### src/rtl/vending_pkg.sv
// Shared vending definitions: coin constants, dispenser FSM states, coin legality.
// Latency: n/a (types, constants and a combinational helper only).
// Backpressure: n/a.
//
// Contents:
//   COIN_W / COIN_1 / COIN_5 / COIN_10  coin encoding used on every coin bus
//   disp_state_t                         change_dispenser state encoding
//   coin_is_legal()                      true for 1, 5 and 10 only; also used by
//                                        the acceptance side so both agree on legality
package vending_pkg;

  localparam int COIN_W = 4;

  localparam logic [COIN_W-1:0] COIN_NONE = 4'd0;
  localparam logic [COIN_W-1:0] COIN_1    = 4'd1;
  localparam logic [COIN_W-1:0] COIN_5    = 4'd5;
  localparam logic [COIN_W-1:0] COIN_10   = 4'd10;

  typedef enum logic [2:0] {
    ST_IDLE    = 3'd0,
    ST_SELECT  = 3'd1,
    ST_PRESENT = 3'd2,
    ST_DONE    = 3'd3,
    ST_ERROR   = 3'd4
  } disp_state_t;

  function automatic logic coin_is_legal(input logic [COIN_W-1:0] coin);
    return (coin == COIN_1) || (coin == COIN_5) || (coin == COIN_10);
  endfunction

endpackage : vending_pkg

### src/rtl/change_dispenser_coin_stock.sv
// Per-denomination coin stock: three saturating up/down counters.
// Latency: refill and dispense decrement take effect on the next clock edge.
// Backpressure: none; a refill is accepted every cycle, illegal denominations dropped.
//
// Ports:
//   clk, rst                     rising-edge clock, synchronous active-high reset
//   refill_valid, refill_coin    one coin added per cycle when refill_coin is legal
//   dec, dec_coin                remove one coin of dec_coin (never issued at zero)
//   stock_1, stock_5, stock_10   current counts, reset to INIT_STOCK
module coin_stock
  import vending_pkg::*;
#(
  parameter int CNT_W      = 6,
  parameter int INIT_STOCK = 10
) (
  input  logic              clk,
  input  logic              rst,
  input  logic              refill_valid,
  input  logic [COIN_W-1:0] refill_coin,
  input  logic              dec,
  input  logic [COIN_W-1:0] dec_coin,
  output logic [CNT_W-1:0]  stock_1,
  output logic [CNT_W-1:0]  stock_5,
  output logic [CNT_W-1:0]  stock_10
);

  localparam logic [CNT_W-1:0] CNT_MAX  = '1;
  localparam logic [CNT_W-1:0] CNT_INIT = CNT_W'(INIT_STOCK);

  // A simultaneous refill and dispense of one denomination cancel out, so a
  // full counter is not clipped by the refill before the dispense lands.
  function automatic logic [CNT_W-1:0] next_cnt(input logic [CNT_W-1:0] cnt,
                                                 input logic            inc,
                                                 input logic            dcr);
    logic [CNT_W-1:0] res;
    res = cnt;
    if (inc && !dcr) begin
      res = (cnt == CNT_MAX) ? cnt : cnt + 1'b1;
    end else if (dcr && !inc) begin
      res = (cnt == '0) ? cnt : cnt - 1'b1;
    end
    return res;
  endfunction

  logic refill_ok;
  logic inc_1, inc_5, inc_10;
  logic dec_1, dec_5, dec_10;

  always_comb begin
    refill_ok = refill_valid && coin_is_legal(refill_coin);
    inc_1     = refill_ok && (refill_coin == COIN_1);
    inc_5     = refill_ok && (refill_coin == COIN_5);
    inc_10    = refill_ok && (refill_coin == COIN_10);
    dec_1     = dec && (dec_coin == COIN_1);
    dec_5     = dec && (dec_coin == COIN_5);
    dec_10    = dec && (dec_coin == COIN_10);
  end

  always_ff @(posedge clk) begin
    if (rst) begin
      stock_1  <= CNT_INIT;
      stock_5  <= CNT_INIT;
      stock_10 <= CNT_INIT;
    end else begin
      stock_1  <= next_cnt(stock_1,  inc_1,  dec_1);
      stock_5  <= next_cnt(stock_5,  inc_5,  dec_5);
      stock_10 <= next_cnt(stock_10, inc_10, dec_10);
    end
  end

endmodule : coin_stock

### src/rtl/change_dispenser.sv
// Change dispenser: pays an amount out as greedy 10/5/1 coins to the hopper.
// Latency: 2 cycles minimum per coin (SELECT + PRESENT); done 2 cycles after start for amount 0.
// Backpressure: coin held on coin_valid/coin_value until coin_ready, indefinitely.
//
// Ports:
//   clk, rst                     rising-edge clock, synchronous active-high reset
//   start, amount                dispense request, accepted only in IDLE
//   refill_valid, refill_coin    service refill, one coin per cycle, any state
//   coin_ready                   hopper accepts the presented coin this cycle
//   coin_valid, coin_value       coin presented to the hopper (value 0 when idle)
//   busy, done, short_err        status; done/short_err are one-cycle pulses
//   remaining                    unpaid change; kept after short_err until next start
//   stock_1, stock_5, stock_10   current coin counts
module change_dispenser
  import vending_pkg::*;
#(
  parameter int AMT_W      = 8,
  parameter int CNT_W      = 6,
  parameter int INIT_STOCK = 10
) (
  input  logic              clk,
  input  logic              rst,
  input  logic              start,
  input  logic [AMT_W-1:0]  amount,
  input  logic              refill_valid,
  input  logic [COIN_W-1:0] refill_coin,
  input  logic              coin_ready,
  output logic              coin_valid,
  output logic [COIN_W-1:0] coin_value,
  output logic              busy,
  output logic              done,
  output logic              short_err,
  output logic [AMT_W-1:0]  remaining,
  output logic [CNT_W-1:0]  stock_1,
  output logic [CNT_W-1:0]  stock_5,
  output logic [CNT_W-1:0]  stock_10
);

  disp_state_t       state_q, state_d;
  logic [AMT_W-1:0]  remaining_q;
  logic [COIN_W-1:0] coin_q;
  logic [COIN_W-1:0] pick;
  logic              xfer;

  // Greedy pick from registered stock: a refill landing during SELECT only
  // influences the next SELECT. A coin is only picked when it fits in
  // remaining, so the subtraction on transfer cannot underflow.
  always_comb begin
    pick = COIN_NONE;
    if (remaining_q >= AMT_W'(COIN_10) && stock_10 != '0) begin
      pick = COIN_10;
    end else if (remaining_q >= AMT_W'(COIN_5) && stock_5 != '0) begin
      pick = COIN_5;
    end else if (stock_1 != '0) begin
      pick = COIN_1;
    end
  end

  assign xfer = (state_q == ST_PRESENT) && coin_ready;

  always_ff @(posedge clk) begin
    if (rst) begin
      state_q <= ST_IDLE;
    end else begin
      state_q <= state_d;
    end
  end

  always_comb begin
    state_d    = state_q;
    coin_valid = 1'b0;
    coin_value = COIN_NONE;
    busy       = 1'b1;
    done       = 1'b0;
    short_err  = 1'b0;
    case (state_q)
      ST_IDLE: begin
        busy = 1'b0;
        if (start) begin
          state_d = ST_SELECT;
        end
      end
      ST_SELECT: begin
        if (remaining_q == '0) begin
          state_d = ST_DONE;
        end else if (pick != COIN_NONE) begin
          state_d = ST_PRESENT;
        end else begin
          state_d = ST_ERROR;
        end
      end
      ST_PRESENT: begin
        coin_valid = 1'b1;
        coin_value = coin_q;
        if (coin_ready) begin
          state_d = ST_SELECT;
        end
      end
      ST_DONE: begin
        done    = 1'b1;
        state_d = ST_IDLE;
      end
      ST_ERROR: begin
        short_err = 1'b1;
        state_d   = ST_IDLE;
      end
      default: begin
        busy    = 1'b0;
        state_d = ST_IDLE;
      end
    endcase
  end

  // Datapath: remaining and the coin held stable across the handshake.
  always_ff @(posedge clk) begin
    if (rst) begin
      remaining_q <= '0;
      coin_q      <= COIN_NONE;
    end else begin
      if (state_q == ST_IDLE && start) begin
        remaining_q <= amount;
      end else if (xfer) begin
        remaining_q <= remaining_q - AMT_W'(coin_q);
      end
      if (state_q == ST_SELECT && remaining_q != '0 && pick != COIN_NONE) begin
        coin_q <= pick;
      end
    end
  end

  assign remaining = remaining_q;

  coin_stock #(
    .CNT_W      (CNT_W),
    .INIT_STOCK (INIT_STOCK)
  ) u_coin_stock (
    .clk          (clk),
    .rst          (rst),
    .refill_valid (refill_valid),
    .refill_coin  (refill_coin),
    .dec          (xfer),
    .dec_coin     (coin_q),
    .stock_1      (stock_1),
    .stock_5      (stock_5),
    .stock_10     (stock_10)
  );

endmodule : change_dispenser

### config.mk
export PLATFORM = sky130hd
export DESIGN_NAME = change_dispenser
export DESIGN_NICKNAME = d
export VERILOG_FILES = /design/src/rtl/vending_pkg.sv /design/src/rtl/change_dispenser_coin_stock.sv /design/src/rtl/change_dispenser.sv
export SDC_FILE = /design/constraint.sdc
export NUM_CORES = 1
export LEC_CHECK = 0
export CORE_MARGIN = 5
export CORE_UTILIZATION = 45
export DETAILED_ROUTE_END_ITERATION = 8
export PLACE_DENSITY = 0.72
export SLEW_MARGIN = 20
export SYNTH_ARGS = -nofsm -noshare
export SYNTH_HDL_FRONTEND = slang
export SYNTH_SLANG_ARGS = --single-unit
### constraint.sdc
create_clock -name clk -period 4.5 [get_ports clk]
set_input_delay 0.675 -clock clk [delete_from_list [all_inputs] [get_ports clk]]
set_output_delay 0.675 -clock clk [all_outputs]
set_load 0.05 [all_outputs]
## Word-level counts from Yosys, hierarchy flattened

Cells that the tools add are included.
W data, S select, Z words.

| word-level totals | value |
|---|---|
| bits in registers | 33 |
| bits of input ports | 17 |

| operators by class | value |
|---|---|
| $add $sub $neg | 7 |
| order comparisons | 2 |
| equality and inequality tests | 21 |
| mux-type cells | 27 |
| reduce and logical (&&, ||, !) cells | 46 |

Operator list:

| operator | number |
|---|---|
| $mux W6 | 12 |
| $logic_and A1 B1 Y1 | 19 |
| $add A6 B1 Y6 const B | 3 |
| $eq A6 B6 Y1 const B | 3 |
| $logic_not A6 Y1 | 3 |
| $reduce_bool A6 Y1 | 3 |
| $sub A6 B1 Y6 const B | 3 |
| $mux W8 | 2 |
| $mux W3 | 5 |
| $ne A2 B2 Y1 const B | 5 |
| $pmux W3 S3 | 1 |
| $reduce_and A3 Y1 | 3 |
| $eq A4 B1 Y1 const B | 2 |
| $eq A4 B3 Y1 const B | 2 |
| $eq A4 B4 Y1 const B | 2 |
| $ge A8 B3 Y1 const B | 1 |
| $ge A8 B4 Y1 const B | 1 |
| $logic_not A8 Y1 | 1 |
| $mux W4 | 2 |
| $reduce_bool A2 Y1 | 4 |
| $reduce_bool A8 Y1 | 1 |
| $sub A8 B4 Y8 | 1 |
| $eq A3 B2 Y1 const B | 2 |
| $logic_not A1 Y1 | 6 |
| 9 further kinds | 16 |

## Longest topological paths before layout

Gate-level depths: netlist of run 1.

| depth | value |
|---|---|
| word-level depth | 9 |
| depth in mapped cells | 11 |
| depth with buffers taken out | 10 |

## Modules after synthesis

From an unflattened synthesis of run 1, not the netlist that was laid out.

| unflattened totals | value |
|---|---|
| cell total of the unflattened synthesis | 273 |
| area total of the unflattened synthesis | 2349.8 um^2 |

By module, submodules not included:

| module | times used | cells each | area each (um^2) |
|---|---|---|---|
| coin_stock | 1 | 157 | 1386.3 |
| change_dispenser | 1 | 116 | 963.4 |

## Worst setup path after synthesis of run 1

No wires, ideal clock.

| timing path | value |
|---|---|
| path type | input to register |
| start point | input refill_valid |
| end point | register u_coin_stock.stock_10[5] |
| arrival | 2.802 ns |
| path slack | 1.575 ns |
| cell stages on the path | 9 |
| buffers on the path | 0 |
| path through | nor2b_1 > nand4b_1 > or2_2 > ha_1 > a211oi_1 > o21bai_1 > a21oi_1 > mux2i_1 > mux2_1 |

| on the way | value |
|---|---|
| longest elaborated chain between the ends | 6 |
| elaborated cells between the ends (all ways) | 10 |
| those cells by class | eq/ne: 2; mux: 1; reduce/logical: 7 |

RTL lines:

| element | RTL line | source |
|---|---|---|
| from (decl) | change_dispenser.sv:25 | `input logic refill_valid,` |
| $logic_and A1 B1 Y1 * | change_dispenser_coin_stock.sv:50 | `refill_ok = refill_valid && coin_is_legal(refill_coin);` |
| $logic_and A1 B1 Y1 * | change_dispenser_coin_stock.sv:53 | `inc_10 = refill_ok && (refill_coin == COIN_10);` |
| $logic_not A1 Y1 | change_dispenser_coin_stock.sv:39 | `end else if (dcr && !inc) begin` |
| $logic_and A1 B1 Y1 | change_dispenser_coin_stock.sv:39 |  |
| $reduce_bool A2 Y1 (no source line) | -- |  |
| $reduce_and A3 Y1 (no source line) | -- |  |
| to (signal assigned) | change_dispenser_coin_stock.sv:67 | `stock_10 <= next_cnt(stock_10, inc_10, dec_10);` |
| to (decl) | change_dispenser_coin_stock.sv:24 | `output logic [CNT_W-1:0] stock_10` |

Mark *: on every way between the ends. The rest lies on a longest branch, timed or not.
A chain may end at the register's enable or synchronous reset.

## Worst setup path in the final report of run 1

Ends and elaborated chain as after synthesis.

==> flow_metrics.env, run 1 <==
export IMPL_ioPinCount=51
export IMPL_drive_above_1_share_pct=8.76
export IMPL_drt_wl_total_um=5680
export IMPL_maxCapViolations=0
export IMPL_drcViolationCount=0
export IMPL_numPortBuffers=50
export IMPL_slew_viol_final=0
export IMPL_post_cts_resized=0
export IMPL_setup_violations_final=0
export IMPL_synth_edf_count=0
export IMPL_cts_root_buf="clkbuf_8"
export IMPL_initial_core_util_pct=46.8
export IMPL_grt_overflow=0
export IMPL_dieArea_um2=6910
export IMPL_final_area_um2=3080
export IMPL_dieWidth_um=83.1
export IMPL_power_frac_clock_pct=34.8
export IMPL_timing_slew_headroom_pct=46.5
export IMPL_postCtsSetupBuffers=0
export IMPL_hold_viol_final=0
export IMPL_synth_flop_cell="dfxtp_1"
export IMPL_worstPathRequired_ns=4.68
export IMPL_clkSlewWorstSetupHoldPaths_ns=0.07
export IMPL_ys_seq_elements=32
export IMPL_yosysTopAreaCellShare_pct=26.6
export IMPL_ys_seq_area_share_pct=26.6
export IMPL_worstSetupPathType="input pin to flop"
export IMPL_diodes=0
export IMPL_finalClockSkew_ns=0.00850
export IMPL_via_count=2248
export IMPL_postLayoutCoreUtil_pct=60.0
export IMPL_synthDistinctLibCells=63
export IMPL_startpoint_type="input pin"
export IMPL_clock_latency_ns=0.29
export IMPL_antenna_found_initial=0
export IMPL_gp_congestion=0.885
export IMPL_dp_hpwl_um=4390
export IMPL_stdcell_count=401
export IMPL_regArea_um2=641
export IMPL_p_leak_nw=1.13
export IMPL_dpl_cell_area_um2=2960
export IMPL_synth_area_per_cell_um2=8.56
export IMPL_cts_hold_buffers=0
export IMPL_end_kind="flop"
export IMPL_synth_largest_area_cell="dfxtp_1"
export IMPL_intPower_mw=0.597
export IMPL_arrival_ns=3.47
export IMPL_hold_class="flop to flop"
export IMPL_cts_buffers=5
export IMPL_timing_fmax_mhz=304
export IMPL_netSwitchingFraction_pct=32.2
export IMPL_grt_max_degree=28
export IMPL_peakVddDrop_v=0.000166
export IMPL_area_growth_pct=28.1
export IMPL_ys_async_sr_fraction_pct=0
export IMPL_yosys_warnings=0
export IMPL_finalCritPeriodShare_pct=73.2
export IMPL_tns_ns=0
export IMPL_postRouteAntennaNets=0
export IMPL_synth_area_top_cells="dfxtp_1, ha_1, o21ai_0, nor2_1, a21oi_1"
export IMPL_switching_power_mw=0.283
export IMPL_cts_buffer_depth=2
export IMPL_cts_htree_levels=2
export IMPL_grt_pass1_vias=2114
export IMPL_rsz0062_at_grt="false"
export IMPL_netlist_instances=281
export IMPL_seq_power_share_pct=37.2
export IMPL_fillCellCount=483
export IMPL_clkSinkCount=32
export IMPL_core_um2=5140
export IMPL_avgViaCountPerCell=5.61
export IMPL_worstPathCellList="clkdlybuf4s50_1 > nor2b_1 > nand4b_1 > or2_2 > ha_1 > a211oi_1 > o21bai_1 > a21oi_1 > mux2i_1 > mux2_1"
export IMPL_drt_initial_drc_count=87
export IMPL_yosys_top_cells_count="dfxtp_1, nor2_1, o21ai_0"
export IMPL_status="complete, no violations"
export IMPL_netlist_area_um2=2400
export IMPL_combPwrFrac_pct=28.0
export IMPL_cts_tree="done"
export IMPL_dp_cells=393
export IMPL_path_max_fanout=5
export IMPL_tightestPinTransition_ns=0.795
export IMPL_fin_crit_ns=3.29
export IMPL_p_per_area_nw_per_um2=286
export IMPL_syn_num_nets=318
export IMPL_num_nets_final=367
export IMPL_multi_input_comb_area_um2=1680
export IMPL_num_rows=26
export IMPL_dr_pass1_iters=4
export IMPL_die_h_um=83.1
export IMPL_grt_pass1_wl_um=9850
export IMPL_grt_usage_pct=16.7
export IMPL_yosysMostFrequentCell="dfxtp_1"
export IMPL_wl_per_cell_um=14.2
export IMPL_cp_slowest_cell="clkdlybuf4s50_1"
export IMPL_max_stage_delay_ns=0.46
export IMPL_total_power_mw=0.880
flip-flops by register name, summed over array words and instances (netlist names):
name                   cells
u_coin_stock.stock_5       6
remaining                  8
u_coin_stock.stock_10      6
u_coin_stock.stock_1       6
state_q                    3
coin_q                     3
final cells by class:
type	count	area share, %
flip-flops and latches	32	20.8
well taps	70	2.84
repair buffers	52	16.7
clock buffers	7	3.13
inverters	9	1.10
clock inverters	1	0.974
multi-input cells	230	54.4
cells by family (layout without fill, tap and decap cells):
logic type,after synthesis,in the layout,share of synthesized area [%]
xor gates and xnor gates,11,11,4.01
and+or+nand+nor,118,118,29.8
AOI/OAI and AO/OA,72,72,20.4
adders and majority gates,20,20,11.7
muxes,9,9,3.95
DFF,32,32,26.6
buffers and inverters,19,69,3.59
path summary, 6_finish.rpt:
kind / startpoint / to / slack [ns] / depth (start not counted)
worst max-delay path: refill_valid / u_coin_stock.stock_10[5] / 1.21 / 10
worst min-delay path: u_coin_stock.stock_10[4] / u_coin_stock.stock_10[4] / 0.53 / 2
worst max register to register: coin_q[0] / u_coin_stock.stock_1[5] / 1.66 / 8
worst min register to register: u_coin_stock.stock_10[4] / u_coin_stock.stock_10[4] / 0.53 / 2
cells in the final DEF (no fill, tap or decap), drive strengths merged, types with 2 or more instances in the layout:
master,n
or3b,4
nor2,23
nor3b,3
and3,7
o21a,3
nand2,16
buf,2
ha,16
o211ai,2
o21ai,18
a311oi,3
or4,3
nand3,9
nand4,5
dfxtp,32
nor3,16
a21boi,2
and2,3
a21oi,16
nor2b,7
or2,4
mux2i,5
mux2,4
a211o,2
a21o,5
clkdlybuf4s50,50
o22ai,2
a211oi,9
nor4,5
o21bai,2
xor2,3
inv,9
and3b,2
clkbuf,7
xnor2,8
fa,4
nand2b,2
or3,4
layer usage:
metal	up-vias	part of all wire, %	global-route usage, %
met5	-	0	0
met4	0	0.93	3.57
met3	7	3.8	3.56
met2	38	48	27.8
met1	1049	47	22.1
li1	1154	-	-
power groups by stage:
stage / Clock (mW) / Sequential [mW] / Combinational, mW
after floorplan: 0 / 0.366 / 0.139
after global placement: 0 / 0.334 / 0.243
after detailed placement: 0 / 0.334 / 0.247
after CTS: 0.312 / 0.327 / 0.247
after global routing: 0.324 / 0.332 / 0.269
final: 0.306 / 0.328 / 0.246
stage by stage:
| step | setup WS [ns] | hold WS [ns] |
|---|---|---|
| global placement | 0.970 | 0.519 |
| floorplan | 1.57 | 0.538 |
| CTS | 1.22 | 0.534 |
| finish | 1.21 | 0.528 |
| global route | 1.00 | 0.573 |
| detailed placement | 0.917 | 0.528 |
worst max-delay path, delay by kind of cell:
family                   cells  cell delay [ns]
adder cells (fa/ha/maj)      1             0.31
AO/OA/AOI/OAI                3             0.61
buffers and inverters        1             0.46
AND/OR/NAND/NOR              3             0.87
multiplexers                 2             0.54
No activity file was read; power rests on OpenSTA's default activity.
==> run 2, diff against run 1 <==
PLACE_DENSITY = 0.75   (was 0.72)
clock period = 3 ns   (was 4.5 ns; I/O delays follow)
==> flow_metrics.env, run 2 (synthesis results as in run 1) <==
export IMPL_status="complete, no violations"
export IMPL_cts_buffers=5
export IMPL_tightestPinTransition_ns=0.873
export IMPL_hold_class="flop to flop"
export IMPL_cts_buffer_depth=2
export IMPL_grt_usage_pct=17.5
export IMPL_max_stage_delay_ns=0.47
export IMPL_p_leak_nw=1.23
export IMPL_clkSinkCount=32
export IMPL_cp_slowest_cell="clkdlybuf4s50_1"
export IMPL_ff2ff_path_depth=9
export IMPL_drcViolationCount=0
export IMPL_core_um2=5140
export IMPL_final_cell_mix="clkdlybuf4s50_1, dfxtp_1, buf_4"
export IMPL_end_kind="flop"
export IMPL_num_rows=26
export IMPL_drive_above_1_share_pct=14.7
export IMPL_diodes=0
export IMPL_fin_crit_ns=2.86
export IMPL_worstPathRequired_ns=3.18
export IMPL_clock_latency_ns=0.29
export IMPL_gp_congestion=0.830
export IMPL_fillCellCount=468
export IMPL_peakVddDrop_v=0.000245
export IMPL_layout_setup_ws_ns=0.142
export IMPL_combPwrFrac_pct=32.0
export IMPL_holdWs_ns=0.540
export IMPL_arrival_ns=3.04
export IMPL_seq_power_share_pct=39.9
export IMPL_cts_hold_buffers=0
export IMPL_dieArea_um2=6910
export IMPL_dr_pass1_iters=4
export IMPL_p_per_area_nw_per_um2=379
export IMPL_cts_tree="done"
export IMPL_die_h_um=83.1
export IMPL_grt_pass1_vias=2271
export IMPL_drt_initial_drc_count=176
export IMPL_path_max_fanout=4
export IMPL_dieWidth_um=83.1
export IMPL_worstSetupPathType="input pin to flop"
export IMPL_grt_pass1_wl_um=10200
export IMPL_dp_slack_ns=-0.168
export IMPL_num_nets_final=389
export IMPL_antenna_found_initial=0
export IMPL_wl_per_cell_um=14.1
export IMPL_finalClockSkew_ns=0.00691
export IMPL_numPortBuffers=50
export IMPL_total_power_mw=1.22
export IMPL_startpoint_type="input pin"
export IMPL_slew_viol_final=0
export IMPL_clkSlewWorstSetupHoldPaths_ns=0.07
export IMPL_hold_depth=2
export IMPL_regArea_um2=641
export IMPL_dp_hpwl_um=4700
export IMPL_drt_wl_total_um=5980
export IMPL_finalCritPeriodShare_pct=95.3
export IMPL_rsz0062_at_grt="false"
export IMPL_largest_reg_flops=8
export IMPL_intPower_mw=0.797
export IMPL_timing_fmax_mhz=350
export IMPL_area_growth_pct=33.8
export IMPL_ioPinCount=51
export IMPL_worstPathCellList="clkdlybuf4s50_1 > nor3b_1 > and3_1 > nand2_1 > ha_1 > a211oi_1 > o21ai_0 > a21oi_1 > mux2i_1 > mux2_2"
export IMPL_grt_max_degree=18
export IMPL_avgViaCountPerCell=5.51
export IMPL_cts_htree_levels=2
export IMPL_cts_root_buf="clkbuf_8"
export IMPL_multi_input_comb_area_um2=1680
export IMPL_maxCapViolations=0
export IMPL_timing_slew_headroom_pct=41.3
export IMPL_postRouteAntennaNets=0
export IMPL_hold_viol_final=0
export IMPL_tns_ns=0
export IMPL_netSwitchingFraction_pct=34.7
export IMPL_via_count=2332
export IMPL_setup_violations_final=0
export IMPL_grt_overflow=0
export IMPL_switching_power_mw=0.424
export IMPL_layout_commonest_cell="clkdlybuf4s50_1"
export IMPL_initial_core_util_pct=46.8
export IMPL_power_frac_clock_pct=28.1
[run 2: stage by stage]
stage | instances | area (um2) | util [%]
detailed placement | 415 | 3120 | 60.7
CTS | 423 | 3210 | 62.5
floorplan | 281 | 2400 | -
global placement | 415 | 3120 | 60.7
global route | 423 | 3220 | 62.6
finish | 423 | 3220 | 62.6
[run 2: cell type report]
class | instances | area share (%)
Clock buffer | 6 | 2.57
Timing Repair Buffer | 74 | 21.2
Multi-Input combinational cell | 230 | 52.3
Sequential cell | 32 | 19.9
Inverter | 9 | 1.05
Tap cell | 70 | 2.72
Clock inverter | 2 | 0.311
[run 2: layer usage]
layer,wire [um],GRT usage (%),vias up
li1,-,-,1192
met1,2780,22.0,1093
met2,2920,30.0,38
met3,193,3.47,9
met4,87,5.65,0
met5,0,0,-
[run 2: path summary, 6_finish.rpt]
check	from	end	slack [ns]
worst max register to register	state_q[1]	u_coin_stock.stock_5[5]	0.32
worst min-delay path	u_coin_stock.stock_10[4]	u_coin_stock.stock_10[4]	0.54
worst max-delay path	refill_coin[0]	u_coin_stock.stock_5[5]	0.14
worst min register to register	u_coin_stock.stock_10[4]	u_coin_stock.stock_10[4]	0.54
[run 2: power by group through the flow]
stage	Combinational (mW)	Sequential [mW]	Clock, mW
detailed placement	0.389	0.496	0
global route	0.426	0.492	0.372
floorplan	0.208	0.549	0
CTS	0.391	0.487	0.351
finish	0.390	0.488	0.343
global placement	0.382	0.495	0
[run 2: repair_timing]
action	CTS	global route
setup endpoints to repair	0	1
resized for setup	0	1
setup buffers	0	0
[run 2: worst max-delay path: cells and delay by family]
family,cells,cell delay (ns)
adder cells (fa/ha/maj),1,0.31
AND/OR/NAND/NOR,3,0.63
buffers and inverters,1,0.47
multiplexers,2,0.55
AO/OA/AOI/OAI,3,0.62
==> run 3, diff against run 2 <==
TNS_END_PERCENT = 50   (was unset)
==> results of run 3 <==
No change in the layout: final DEF, timing and power equal those of run 2.
==> variant 1 (config.mk and constraints of run 3) <==
`CNT_W` is set to 6 in 2 places; all go to 12.
--- a/src/rtl/change_dispenser_coin_stock.sv
+++ b/src/rtl/change_dispenser_coin_stock.sv
@@ -10,7 +10,7 @@
 module coin_stock
   import vending_pkg::*;
 #(
-  parameter int CNT_W      = 6,
+  parameter int CNT_W      = 12,
   parameter int INIT_STOCK = 10
 ) (
   input  logic              clk,
--- a/src/rtl/change_dispenser.sv
+++ b/src/rtl/change_dispenser.sv
@@ -15,7 +15,7 @@
   import vending_pkg::*;
 #(
   parameter int AMT_W      = 8,
-  parameter int CNT_W      = 6,
+  parameter int CNT_W      = 12,
   parameter int INIT_STOCK = 10
 ) (
   input  logic              clk,
Interface: changed (resized stock_1, stock_10 and stock_5); port bits go from 51 to 69. The function was not compared with the original's and may differ.
==> variant 1 against run 3 <==
- highest routed layer unchanged
- combinational power increased by 40%
- synthesized area is 56% higher
- final area rose by 72%
- power increased by 45%
- count of clock-buffer cells in the layout down 1
- sequential cell count grew 18
- setup slack worse by 0.10 ns
- largest power group unchanged
- critical path type unchanged
- largest cell class unchanged
- wire length increased by 88%
==> variant 1: results (changes against run 3) <==
Yosys reg bits=50 (was 32); Port Buffers=68 (was 50); fraction of area in multi-input gates=51.26% (was 52.29%); vias in the first global route=4,123 (was 2,271); maximum vdd ir drop=0.0001765 V (was 0.0002450 V); placed cell area=0.005199 mm² (was 0.003120 mm²); drt first pass iters=4 (unchanged); cell family with most CP delay=compound AO/OA/AOI/OAI gates (was simple AND/OR/NAND/NOR gates); status=finished clean (unchanged); largest net degree at the start of global routing=22 (was 18); clk_skew=0.01109 ns (was 0.006913 ns); clock slew at reported path FFs=0.10 ns (was 0.07 ns); Mean Syn Cell Area=8.471 µm² (was 8.558 µm²); worst skew pair latency=0.31 ns (was 0.29 ns); crit path max fanout=5 (was 4); CP peak stage delay=0.37 ns (was 0.47 ns); placed cell count=692 (was 415); DRT met1 WL=4771 µm (was 2780 µm); inverters=13 (was 9); Seq/Total Area, Yosys=26.61% (was 26.64%); Clock Network Area Fraction=1.964% (was 2.877%); Non-CTS buffers=166 (was 74); routed wire length=11,250 µm (was 5980 µm); fin nets=659 (was 389); Final Cycle Share=98.70% (was 95.27%); Detailed Place HPWL=8365 µm (was 4699 µm); Vias/cell=5.746 (was 5.513); grt met2 use=40.69% (was 29.96%); number of DRC markers in iteration 0=216 (was 176); fraction of area in registers=18.06% (was 19.91%); met3 usage=3.237% (was 3.465%); top_reg_cell synth=dfxtp_1 (unchanged); leakage=2.272 nW (was 1.226 nW); PwrDens=318.8 mW/mm² (was 379.3 mW/mm²); global-route wire length before repair=18,860 µm (was 10,230 µm); Met2 Wirelength=5695 µm (was 2919 µm); fill cell count=646 (was 468); #MultiIn Comb=368 (was 230); worst slew pin tran=0.7333 ns (was 0.8734 ns); worst setup path start=refill_coin[3] (was refill_coin[0]); Cell variety after synth=61 (was 63); gpl congestion=0.9092 (was 0.8295); NonClk Buf Share=25.46% (was 21.15%); layout clock buffer count=5 (was 6); slowest CP cell=and4bb_4 (was clkdlybuf4s50_1); share of cells above drive strength 1=24.46% (was 14.73%); total track usage=22.30% (was 17.52%); pre-CTS setup slack=-0.6117 ns (was -0.1677 ns); main area contributors after synthesis=dfxtp_1 (27%), ha_1 (11%), xnor2_1 (4.9%), a211oi_1 (4.6%), mux2i_1 (4.5%) (was dfxtp_1 (27%), ha_1 (8.3%), o21ai_0 (3.7%), nor2_1 (3.4%), a21oi_1 (3.3%)); R2R Setup Slk=0.14 ns (was 0.32 ns); worst hold-check slack=0.5198 ns (was 0.5399 ns); post-synth net total=499 (was 318); met1 GRT Util=26.47% (was 22.01%); signal arrival time at the worst endpoint=3.16 ns (was 3.04 ns); final std cells w/o fill=710 (was 423); met3 wire length=528 µm (was 193 µm); Largest regs=u_coin_stock.stock_10 x12, u_coin_stock.stock_1 x12, u_coin_stock.stock_5 x12; Post-synth top cells=dfxtp_1 (50), nor2_1 (43), ha_1 (34), nand2_1 (33), a21oi_1 (28) (was dfxtp_1 (32), nor2_1 (22), o21ai_0 (18))
-- variant 1: worst register-to-register path, stage by stage (launching register included) --
cell and delay [ns]:
dfxtp_1 0.44, nand4bb_4 0.16, o311ai_4 0.37, buf_4 0.19
buf_4 0.11, buf_4 0.11, ha_1 0.16, a21o_1 0.15
or3_4 0.14, a41oi_2 0.04, or3_1 0.36, a21boi_1 0.16
mux2_2 0.34
-- variant 1: worst paths after layout --
kind | end | depth (start not counted)
setup / recovery | u_coin_stock.stock_1[11]$_SDFFE_PP0P_ | 13
hold / removal | u_coin_stock.stock_10[4]$_SDFFE_PP0P_ | 2
setup reg to reg | u_coin_stock.stock_1[11]$_SDFFE_PP0P_ | 12
hold reg to reg | u_coin_stock.stock_10[4]$_SDFFE_PP0P_ | 2
-- variant 1: timing repair --
action                                  CTS  global route
endpoints found under the setup margin   13             9
cloned                                    1             0
hold buffers                              0             0
setup buffers                             9             0
resized for setup                        30            12
pin swaps                                11             2
-- variant 1: power breakdown --
part	leakage (nW)	switching, mW	total [mW]	internal [mW]
Combinational	1.81	0.299	0.547	0.248
Sequential	0.406	0.0401	0.730	0.690
Clock	0.0579	0.244	0.490	0.246
Total	2.27	0.583	1.77	1.18
-- variant 1: logic make-up (layout without fill, tap and decap cells) --
logic type | Yosys count | count (layout) | share of synthesized area (%)
buffers and inverters | 27 | 187 | 3.193
flip-flops | 50 | 50 | 26.61
adder cells (fa/ha/maj) | 38 | 38 | 13.44
AND/OR/NAND/NOR | 157 | 158 | 22.42
AO/OA/AOI/OAI | 123 | 123 | 22.16
XOR/XNOR | 29 | 29 | 6.753
multiplexers | 20 | 20 | 5.422
==> variant 2 (flow settings as in run 3) <==
Made on the original files. Re-encode `disp_state_t` (5 states) as one-hot, 5 bits wide.
--- a/src/rtl/vending_pkg.sv
+++ b/src/rtl/vending_pkg.sv
@@ -16,12 +16,12 @@
   localparam logic [COIN_W-1:0] COIN_5    = 4'd5;
   localparam logic [COIN_W-1:0] COIN_10   = 4'd10;
 
-  typedef enum logic [2:0] {
-    ST_IDLE    = 3'd0,
-    ST_SELECT  = 3'd1,
-    ST_PRESENT = 3'd2,
-    ST_DONE    = 3'd3,
-    ST_ERROR   = 3'd4
+  typedef enum logic [4:0] {
+    ST_IDLE    = 5'b00001,
+    ST_SELECT  = 5'b00010,
+    ST_PRESENT = 5'b00100,
+    ST_DONE    = 5'b01000,
+    ST_ERROR   = 5'b10000
   } disp_state_t;
 
   function automatic logic coin_is_legal(input logic [COIN_W-1:0] coin);
Check against the original RTL: no difference found for any inputs over 4 cycles, from zero or initial values and one cycle with rst high; so few cycles prove little.
==> variant 2 against run 3 <==
- sequential cell count rose by 2
- combinational power rose by 19%
- global-route usage rose by 0.95 points
- critical path depth fell by 6
- final area rose by 0.62%
- wire length rose by 5.1%
- final cell count rose by 0.71%
- synthesized area rose by 1.4%
- setup slack improved by 0.019 ns
- clock power rose by 2%
- power rose by 11%
- critical path type is now reg2out
- largest power group unchanged
==> variant 2: results (changes against run 3) <==
main area contributors after synthesis=dfxtp_1 (28%), ha_1 (8.2%), mux2i_1 (4.1%), nor2_1 (3.7%), a21oi_1 (3.5%) (was dfxtp_1 (27%), ha_1 (8.3%), o21ai_0 (3.7%), nor2_1 (3.4%), a21oi_1 (3.3%)); number of DRC markers in iteration 0=156 (was 176); fill cell count=461 (was 468); post-synth net total=320 (was 318); PostCTS Resize Cnt=0 (unchanged); Post-synth top cells=dfxtp_1 (34), nor2_1 (24), a21oi_1 (17), ha_1 (16), nand2_1 (16) (was dfxtp_1 (32), nor2_1 (22), o21ai_0 (18)); Synth top area share=27.91% (was 26.64%); warning count from the yosys run=0 (unchanged); worst skew pair latency=0.28 ns; clk_skew=0.003686 ns (was 0.006913 ns); Clock Path Buffers=2 (unchanged); global-route wire length before repair=10,910 µm (was 10,230 µm); Clock Tree Root=clkbuf_8 (unchanged); Vias/cell=5.594 (was 5.513); worst setup path start=state_q[0]$_SDFFE_PP1P_ (was refill_coin[0]); share of cells above drive strength 1=12.92% (was 14.73%); fin nets=392 (was 389); worst slew pin tran=0.6210 ns (was 0.8734 ns); max FFs per register=8 (unchanged); vias in the first global route=2,314 (was 2,271); Cell variety after synth=58 (was 63); top_reg_cell synth=dfxtp_1 (unchanged); cell family with most CP delay=buffers and inverters (was simple AND/OR/NAND/NOR gates); pre-CTS setup slack=-0.07728 ns (was -0.1677 ns); postcts setup bufs=0 (unchanged); CTS buffer count=5 (unchanged); Detailed Place HPWL=4844 µm (was 4699 µm); gpl congestion=0.8561 (was 0.8295); async set-reset flop share out of synthesis=0% (unchanged); drt first pass iters=4 (unchanged); leakage=1.207 nW (was 1.226 nW); signal arrival time at the worst endpoint=2.39 ns (was 3.04 ns); total track usage=18.47% (was 17.52%); status=finished clean (unchanged); final std cells w/o fill=426 (was 423); maximum vdd ir drop=0.0002077 V (was 0.0002450 V); clock slew at reported path FFs=0.07 ns (about the same); routed wire length=6283 µm (was 5980 µm); largest net degree at the start of global routing=17 (was 18); Seq/Total Area, Yosys=27.91% (was 26.64%); cells after synthesis=283 (was 281); placed cell count=418 (was 415); crit path max fanout=6 (was 4); placed cell area=0.003147 mm² (was 0.003120 mm²); hold crit path type=reg2reg (unchanged); CP peak stage delay=0.85 ns (was 0.47 ns); slowest CP cell=clkdlybuf4s50_1 (unchanged); Sw Ratio=36.36% (was 34.71%)
variant 2: cell count changes after synthesis, moves of 3 or more:
cell,before,now
mux2i_1,5,10
nand2b_1,2,5
and2_1,3,6
nand3b_1,0,4
nor4_1,4,7
buf_2,3,0
or3b_1,3,0
a311oi_1,3,0
nand4_1,5,1
o21ai_0,18,10
and3_1,6,2
variant 2: layout make-up:
class	count	area (µm²)	share of cell area [%]
clock buffers	7	86.33	2.666
clock inverters	1	5.005	0.1546
inverters	10	37.54	1.159
multi-input cells	232	1688	52.13
flip-flops and latches	34	680.7	21.02
well taps	70	87.58	2.705
repair buffers	72	653.1	20.17
variant 2: worst paths after layout:
path / slack [ns] / depth (start not counted) / endpoint
max: 0.16 / 4 / done
min: 0.56 / 2 / u_coin_stock.stock_10[4]$_SDFFE_PP0P_
max reg2reg: 0.24 / 9 / u_coin_stock.stock_1[5]$_SDFFE_PP0P_
min reg2reg: 0.56 / 2 / u_coin_stock.stock_10[4]$_SDFFE_PP0P_
variant 2: metal layers:
layer | part of all wire [%] | vias up | GRT usage (%)
li1 | - | 1202 | -
met1 | 47 | 1125 | 24.08
met2 | 47 | 51 | 31.24
met3 | 4.9 | 5 | 3.159
met4 | 1.0 | 0 | 5.263
met5 | 0 | - | 0
variant 2: tightest hold or removal path, cell delays in order, from the launching register on:
cell and delay, ns:
dfxtp_1 0.36, nand3_1 0.09, a21oi_1 0.06
variant 2: kinds of logic after synthesis:
family | Yosys count | share of synthesized area [%]
flip-flops | 34 | 27.91
AO/OA/AOI/OAI | 66 | 18.63
AND/OR/NAND/NOR | 119 | 28.22
buffers and inverters | 17 | 3.078
adder cells (fa/ha/maj) | 21 | 11.90
XOR/XNOR | 12 | 4.310
multiplexers | 14 | 5.952
variant 2: power groups by stage:
stage | sequential, mW | clock, mW | combinational, mW
3_5_place_dp | 0.551 | 0 | 0.461
3_3_place_gp | 0.549 | 0 | 0.449
6_report | 0.541 | 0.351 | 0.463
4_1_cts | 0.540 | 0.364 | 0.464
5_1_grt | 0.548 | 0.380 | 0.507
2_1_floorplan | 0.615 | 0 | 0.255
